**config.mk**
```make
export PLATFORM = sky130hd
export DESIGN_NAME = lot_sensor_decoder
export DESIGN_NICKNAME = d
export VERILOG_FILES = /design/src/rtl/lot_sensor_decoder.sv
export SDC_FILE = /design/constraint.sdc
export NUM_CORES = 1
export LEC_CHECK = 0
export BUFFER_PORTS_ARGS = -buffer_cell sky130_fd_sc_hd__buf_2
export CORE_MARGIN = 3
export CORE_UTILIZATION = 56
export CTS_CLUSTER_DIAMETER = 30
export DETAILED_ROUTE_END_ITERATION = 10
export PLACE_DENSITY = 0.77
export REMOVE_ABC_BUFFERS = 1
export SYNTH_ARGS = -nofsm -noshare
export SYNTH_HDL_FRONTEND = slang
export SYNTH_SLANG_ARGS = --single-unit
```
**constraint.sdc**
```tcl
create_clock -name clk -period 2.4 [get_ports clk]
set_clock_uncertainty 0.1 [all_clocks]
set_input_delay 0.12 -clock clk [delete_from_list [all_inputs] [get_ports clk]]
set_output_delay 0.12 -clock clk [all_outputs]
set_load 0.01 [all_outputs]
```
**src/rtl/lot_sensor_decoder.sv**
```systemverilog
// ----------------------------------------------------------------------------
// lot_sensor_decoder
//
// Front end for the lot occupancy counter. Two raw gate photo-beams (A on the
// street side, B on the lot side) are synchronised, debounced as one 2-bit
// vector and tracked by a crossing FSM. The block emits a one-clock enter or
// exit pulse only for a complete, legal crossing:
//   entry : a,b = 10 -> 11 -> 01 -> 00
//   exit  : a,b = 01 -> 11 -> 10 -> 00
//
// Optional feature (compile-time macro LOT_SENSOR_TIMEOUT_EN):
//   defined   - a watchdog forces the FSM to ERR when a crossing stays in one
//               position for TIMEOUT_CYCLES clocks.
//   undefined - no watchdog; a crossing may stay in progress indefinitely and
//               TIMEOUT_CYCLES has no effect.
//
// Parameters
//   DEBOUNCE_CYCLES : consecutive stable clocks before a pair change is taken (>=1)
//   TIMEOUT_CYCLES  : watchdog limit in clocks (only with LOT_SENSOR_TIMEOUT_EN)
//
// Ports
//   clk      in  system clock, rising edge
//   reset    in  asynchronous, active-high reset
//   sensor_a in  raw street-side beam, 1 = blocked, asynchronous to clk
//   sensor_b in  raw lot-side beam, 1 = blocked, asynchronous to clk
//   enter    out one-clock pulse: car completed entry
//   exit     out one-clock pulse: car completed exit
//   busy     out level: crossing in progress (FSM not IDLE and not ERR)
//   error    out level: FSM is in ERR (illegal sequence or timeout)
// ----------------------------------------------------------------------------
module lot_sensor_decoder #(
    parameter int DEBOUNCE_CYCLES = 4,
    parameter int TIMEOUT_CYCLES  = 1000
) (
    input  logic clk,
    input  logic reset,
    input  logic sensor_a,
    input  logic sensor_b,
    output logic enter,
    output logic exit,
    output logic busy,
    output logic error
);

    localparam int CNT_W = $clog2(DEBOUNCE_CYCLES + 1);
    localparam logic [CNT_W-1:0] CNT_MAX = CNT_W'(DEBOUNCE_CYCLES);

    typedef enum logic [2:0] {
        IDLE  = 3'd0,
        EN_A  = 3'd1,
        EN_AB = 3'd2,
        EN_B  = 3'd3,
        EX_B  = 3'd4,
        EX_AB = 3'd5,
        EX_A  = 3'd6,
        ERR   = 3'd7
    } state_t;

    // ------------------------------------------------------------------
    // Two-flop synchronisers
    // ------------------------------------------------------------------
    logic a_s1, a_s2, b_s1, b_s2;
    logic [1:0] s;

    always_ff @(posedge clk or posedge reset) begin
        if (reset) begin
            a_s1 <= 1'b0;
            a_s2 <= 1'b0;
            b_s1 <= 1'b0;
            b_s2 <= 1'b0;
        end else begin
            a_s1 <= sensor_a;
            a_s2 <= a_s1;
            b_s1 <= sensor_b;
            b_s2 <= b_s1;
        end
    end

    assign s = {a_s2, b_s2};

    // ------------------------------------------------------------------
    // Pair debouncer
    // run_len is the number of consecutive edges, including the current
    // one, at which s has held its present value (saturating). A change of
    // s restarts the run, so any glitch shorter than DEBOUNCE_CYCLES is
    // never accepted. deb_chg marks the edge after deb moved, which is the
    // edge at which the FSM reacts.
    // ------------------------------------------------------------------
    logic [1:0]       s_q;
    logic [1:0]       deb;
    logic [CNT_W-1:0] cnt;
    logic [CNT_W-1:0] run_len;
    logic             deb_accept;
    logic             deb_chg;

    always_comb begin
        run_len = cnt;
        if (s != s_q) begin
            run_len = CNT_W'(1);
        end else if (cnt != CNT_MAX) begin
            run_len = cnt + 1'b1;
        end
    end

    assign deb_accept = (s != deb) && (run_len == CNT_MAX);

    always_ff @(posedge clk or posedge reset) begin
        if (reset) begin
            s_q     <= 2'b00;
            cnt     <= '0;
            deb     <= 2'b00;
            deb_chg <= 1'b0;
        end else begin
            s_q     <= s;
            cnt     <= run_len;
            deb_chg <= deb_accept;
            if (deb_accept) begin
                deb <= s;
            end
        end
    end

    // ------------------------------------------------------------------
    // Crossing FSM
    // ------------------------------------------------------------------
    state_t state, state_next;
    logic   timeout_hit;
    logic   enter_d, exit_d, busy_d, error_d;

    // State and output registers
    always_ff @(posedge clk or posedge reset) begin
        if (reset) begin
            state <= IDLE;
            enter <= 1'b0;
            exit  <= 1'b0;
            busy  <= 1'b0;
            error <= 1'b0;
        end else begin
            state <= state_next;
            enter <= enter_d;
            exit  <= exit_d;
            busy  <= busy_d;
            error <= error_d;
        end
    end

    // Next state: moves only on an accepted deb change, or on watchdog expiry
    always_comb begin
        state_next = state;
        if (timeout_hit) begin
            state_next = ERR;
        end else if (deb_chg) begin
            case (state)
                IDLE: case (deb)
                    2'b10:   state_next = EN_A;
                    2'b01:   state_next = EX_B;
                    2'b11:   state_next = ERR;
                    default: state_next = state;
                endcase
                EN_A: case (deb)
                    2'b11:   state_next = EN_AB;
                    2'b00:   state_next = IDLE;   // car backed out
                    2'b01:   state_next = ERR;
                    default: state_next = state;
                endcase
                EN_AB: case (deb)
                    2'b01:   state_next = EN_B;
                    2'b10:   state_next = EN_A;
                    2'b00:   state_next = ERR;
                    default: state_next = state;
                endcase
                EN_B: case (deb)
                    2'b00:   state_next = IDLE;   // entry complete
                    2'b11:   state_next = EN_AB;
                    2'b10:   state_next = ERR;
                    default: state_next = state;
                endcase
                EX_B: case (deb)
                    2'b11:   state_next = EX_AB;
                    2'b00:   state_next = IDLE;   // car backed out
                    2'b10:   state_next = ERR;
                    default: state_next = state;
                endcase
                EX_AB: case (deb)
                    2'b10:   state_next = EX_A;
                    2'b01:   state_next = EX_B;
                    2'b00:   state_next = ERR;
                    default: state_next = state;
                endcase
                EX_A: case (deb)
                    2'b00:   state_next = IDLE;   // exit complete
                    2'b11:   state_next = EX_AB;
                    2'b01:   state_next = ERR;
                    default: state_next = state;
                endcase
                ERR: case (deb)
                    2'b00:   state_next = IDLE;
                    default: state_next = state;
                endcase
                default: state_next = ERR;
            endcase
        end
    end

    // Output decode of the next state. The only ways into IDLE from EN_B and
    // EX_A are the completing 00, so those transitions are the pulses.
    always_comb begin
        enter_d = (state == EN_B) && (state_next == IDLE);
        exit_d  = (state == EX_A) && (state_next == IDLE);
        busy_d  = (state_next != IDLE) && (state_next != ERR);
        error_d = (state_next == ERR);
    end

    // ------------------------------------------------------------------
    // Crossing watchdog
    // ------------------------------------------------------------------
`ifdef LOT_SENSOR_TIMEOUT_EN
    localparam int WD_W = $clog2(TIMEOUT_CYCLES + 1);
    // wd holds the clocks already spent in the current position; the edge
    // on which it would reach TIMEOUT_CYCLES is the edge that enters ERR.
    localparam logic [WD_W-1:0] WD_LAST = WD_W'(TIMEOUT_CYCLES - 1);

    logic [WD_W-1:0] wd;
    logic            in_progress;

    assign in_progress = (state != IDLE) && (state != ERR);
    assign timeout_hit = in_progress && (wd == WD_LAST);

    always_ff @(posedge clk or posedge reset) begin
        if (reset) begin
            wd <= '0;
        end else if (!in_progress || (state_next != state)) begin
            wd <= '0;
        end else begin
            wd <= wd + 1'b1;
        end
    end
`else
    // No watchdog: never true, TIMEOUT_CYCLES has no effect in this build.
    assign timeout_hit = (TIMEOUT_CYCLES < 0);
`endif

endmodule

```
== Yosys cells after proc, flatten, opt, wreduce, memory -nomap -nowiden ==
Index checks and enable logic that the tools add are counted.
Operators by class
  add/sub/neg operators: 1
  equal/unequal tests: 16
  muxes and demuxes: 12
  reduce and logical (&&, ||, !) cells: 8
Operators with widths (number)
  case mux 3 bit (3 select lines): 7
  case mux 3 bit (8 select lines): 1
  equality test 3 bit (second input constant): 6
  two-way mux 3 bit: 4
  equality test 3 x 2 -> 1 bit (second input constant): 2
  zero test 3 bit: 2
  inequality test 3 bit (second input constant): 2
  equality test 2 bit (second input constant): 2
  logical AND 1 bit: 4
  inequality test 2 bit: 2
  adder 3 x 1 -> 3 bit (second input constant): 1
  equality test 3 x 1 -> 1 bit (second input constant): 1
  nonzero test 3 bit: 1
  equality test 2 x 1 -> 1 bit (second input constant): 1
  zero test 2 bit: 1
Storage, ports and cells
  register bits after elaboration: 19
  output and inout bits: 4
  logic and storage cells: 50

== Longest topological paths before layout ==
  depth in word-level cells: 6
  gate-level depth with buffers: 7
  mapped depth without buffers: 7

== Least setup slack after synthesis ==
OpenSTA, ideal clock, no wires.
  path kind: flip-flop to flip-flop
  start point: register cnt[0]
  end point: register deb[0]
  arrival: 1.727 ns
  path slack: 0.448 ns
  stages on the path, launching flop included: 8
  cell sequence: dfrtp_1 inv_1 ha_1 nand2_1 xnor2_2 nand2_2 or4_4 mux2_4
Between the ends
  longest elaborated chain between the ends: 5
RTL lines
  start, declared: RTL line 91  | logic [CNT_W-1:0] cnt;
  start signal, assigned: RTL line 115  | cnt <= run_len;
  adder 3 x 1 -> 3 bit or inequality test 3 bit (tied branches): RTL line 101, 100
  two-way mux 3 bit *: RTL line 100  | end else if (cnt != CNT_MAX) begin
  two-way mux 3 bit *: RTL line 98  | if (s != s_q) begin
  net run_len[0]: RTL line 92  | logic [CNT_W-1:0] run_len;
  equality test 3 bit *: RTL line 105  | assign deb_accept = (s != deb) && (run_len == CNT_MAX);
  logical AND 1 bit *: RTL line 105
  end signal, assigned: RTL line 118  | deb <= s;
  end, declared: RTL line 90  | logic [1:0] deb;
Mark *: on every way through the listed nets, which the timed path passes. The rest lies on a longest branch.
A chain may end at the register's enable or synchronous reset.

== Final worst setup path ==
Ends and elaborated chain as after synthesis.

==> results.md <==
* Cts hold-fix bufs at 3
* Unrepaired setup endpoints after global routing: no
* CTS buffer count at 3
* Layout area overhead at 9.52%
* Die height at 46.8 um
* Vias per cell at 5.59
* Slew Limit Fails at 0
* FMAX at 0.493 GHz
* Vias after detailed routing at 632
* Critical path arrival at 2.12 ns
* Largest net degree at the start of global routing at 20
* Most frequent cells in the layout: 19 x dfrtp_1, 9 x inv_1, 7 x buf_2
* Area contributors post-synth: dfrtp_1 51%, xor2_1 3.8%, inv_1 3.6%
* Crit path capture type: register
* Initial Util at 0.606
* Post-synth top area share at 0.509
* DRC violation count after routing at 0
* Clock sink count at 19
* Vias in the first global route at 545
* Deepest level of the CTS H-tree at 1
* Final setup fails at 0
* First-pass GRT wire length at 2340 um
* Initial antenna violation count at 0
* PD cells at 828 nW/um2
* Width of the die at around 47 um
* Post-DP HPWL at between 900 and 1000 um
* P_leak at 0.000491 uW
* Worst Path Required at approximately 2.5 ns
* Io pins at 8
* Leading cell type in the layout, fill and taps excluded: dfrtp_1
* GPL Wtd Cong at about 0.76
* Clock latency at the later pin of the worst-skew pair at 0.30 ns
* Total Wirelength at 1410 um
* Crit-path max FO at 3
* Syn_area_per_cell at approximately 10 um2
* Synth area leader: dfrtp_1
* Final Worst Setup Slack at 0.371 ns
* Period utilization at 0.845
* R2r setup slk at 0.37 ns
* Multi-input gate area in the final layout at 397 um2
* Layout cells sized above 1 at 0.227
* Post-Place Worst Slack at 0.372 ns
* Hold Crit Class: register to register
* Cells after DPL at 106
* Avg WL per Cell at between 10 and 15 um
* CORE AREA at approximately 1500 um2
* Fin cells at 113
* Critical path class: register to register
* Antenna-violating nets left at 0
* Peak VDD IR at 0.000523 V
* GRT overflow at 0
* Clock tree from TritonCTS: built
* Least-Margin Pin Slew at 0.664 ns
* GRT Total Usage at 0.154
* Reg area at 475 um2
* Initial DRC count at 4
* Drt pass-1 iters at 4
* Relative slew slack at 0.557
* Gate Count Post-Synth at 89
* Number of synthesized register bits at 19
* Clock-pin slew on the worst setup and hold paths at approximately 0.10 ns
* TNS Setup at 0 ns
* Root Driver: clkbuf_4
* Row Count at 14
* Final hold violations at 0
* Max cap viols at 0
* CTS Buffer Depth at 2
* Cell Area, Synth at between 900 and 1000 um2
* Critical Path Start Type: register
* Sequential cell area fraction in the yosys report at 0.509
* Final net count at ~100
* # fillers at around 120
* PortBufs at 7
* Die area at 2190 um2
* YS warnings at 0
* Fin crit period at approximately 2.0 ns
* Antenna Cells at 0
* Resized Gates After CTS at 0
* Yosys cell types at 35
* Outcome: finished clean
* Setup repair bufs after CTS at 0
==> state kept, by name, summed over array words and instances (netlist names), 2 cells and up <==
signal  cells
state       3
deb         2
cnt         3
s_q         2
==> metrics by stage <==
stage | total power (uW) | hold WS, ns | area [um2] | util
detailed placement | 689 | 0.130 | 965 | 0.626
CTS | 851 | 0.262 | 1020 | 0.663
global route | 914 | 0.269 | 1020 | 0.663
finish | 846 | 0.257 | 1020 | 0.663
global placement | 677 | 0.129 | 965 | 0.626
floorplan | 629 | -0.0289 | 910 | -
==> power breakdown <==
group	total, uW	switching [uW]	leakage (uW)	internal (uW)
sequential	457	97.2	0.000234	360
combinational	231	105	0.000239	126
clock	158	95.6	0.0000177	62.1
==> layout make-up <==
class	instances	area share
inverter	10	0.0367
clock buffer	3	0.0220
sequential	19	0.465
clock inverter	1	0.00490
tap	16	0.0196
timing repair buffer	10	0.0636
multi-input combinational	54	0.388
==> worst max-delay path, stage by stage (launching register included) <==
cell,delay [ns]
dfrtp_1,0.42
inv_1,0.07
ha_1,0.20
nand2_1,0.10
xnor2_2,0.12
nand2_2,0.07
or4_4,0.54
mux2_4,0.31
==> final timing paths <==
| kind | to | depth (start not counted) | startpoint |
|---|---|---|---|
| max | deb[0]$_DFFE_PP0P_ | 7 | cnt[0]$_DFF_PP0_ |
| min | a_s2$_DFF_PP0_ | 0 | a_s1$_DFF_PP0_ |
| max reg2reg | deb[0]$_DFFE_PP0P_ | 7 | cnt[0]$_DFF_PP0_ |
| min reg2reg | a_s2$_DFF_PP0_ | 0 | a_s1$_DFF_PP0_ |
| max in group asynchronous | cnt[2]$_DFF_PP0_ | 3 | reset |
| min in group asynchronous | busy$_DFF_PP0_ | 3 | reset |
==> routing by layer <==
metal,GRT usage,vias to the layer above,part of all wire
li1,-,319,-
met1,0.219,294,0.49
met2,0.225,15,0.45
met3,0.0268,4,0.046
met4,0.0829,0,0.014
met5,0,-,0
==> cell families (layout without fill, tap and decap cells) <==
logic type / after synthesis / count (layout) / share of synthesized area
adder cells (fa/ha/maj): 2 / 2 / 0.0268
buffers and inverters: 16 / 24 / 0.0657
multiplexers: 3 / 3 / 0.0429
flip-flops: 19 / 19 / 0.509
AND/OR/NAND/NOR: 27 / 27 / 0.169
XOR/XNOR: 5 / 5 / 0.0550
AO/OA/AOI/OAI: 17 / 17 / 0.131
==> cells in the mapped netlist <==
| library cell | count |
|---|---|
| a22oi_1 | 1 |
| nand2_1 | 6 |
| nand3b_1 | 2 |
| and2_2 | 1 |
| o21ba_2 | 1 |
| or3b_1 | 1 |
| o21a_1 | 1 |
| xor2_1 | 4 |
| clkbuf_1 | 5 |
| nand2_2 | 1 |
| mux2_4 | 2 |
| o221ai_1 | 1 |
| a221oi_1 | 1 |
| o21ai_0 | 3 |
| or3b_2 | 2 |
| ha_1 | 2 |
| dfrtp_1 | 19 |
| buf_2 | 1 |
| inv_1 | 9 |
| o22ai_1 | 1 |
| and4b_1 | 1 |
| xnor2_2 | 1 |
| a211o_1 | 1 |
| nor2_1 | 6 |
| o2bb2ai_1 | 1 |
| nor3_1 | 3 |
| mux2i_1 | 1 |
| inv_2 | 1 |
| or4b_1 | 1 |
| nand3_1 | 1 |
| a32oi_1 | 1 |
| or4_4 | 1 |
| o211ai_1 | 3 |
| nor2_2 | 1 |
| a21oi_1 | 2 |
(Power assumes the default switching activity.)
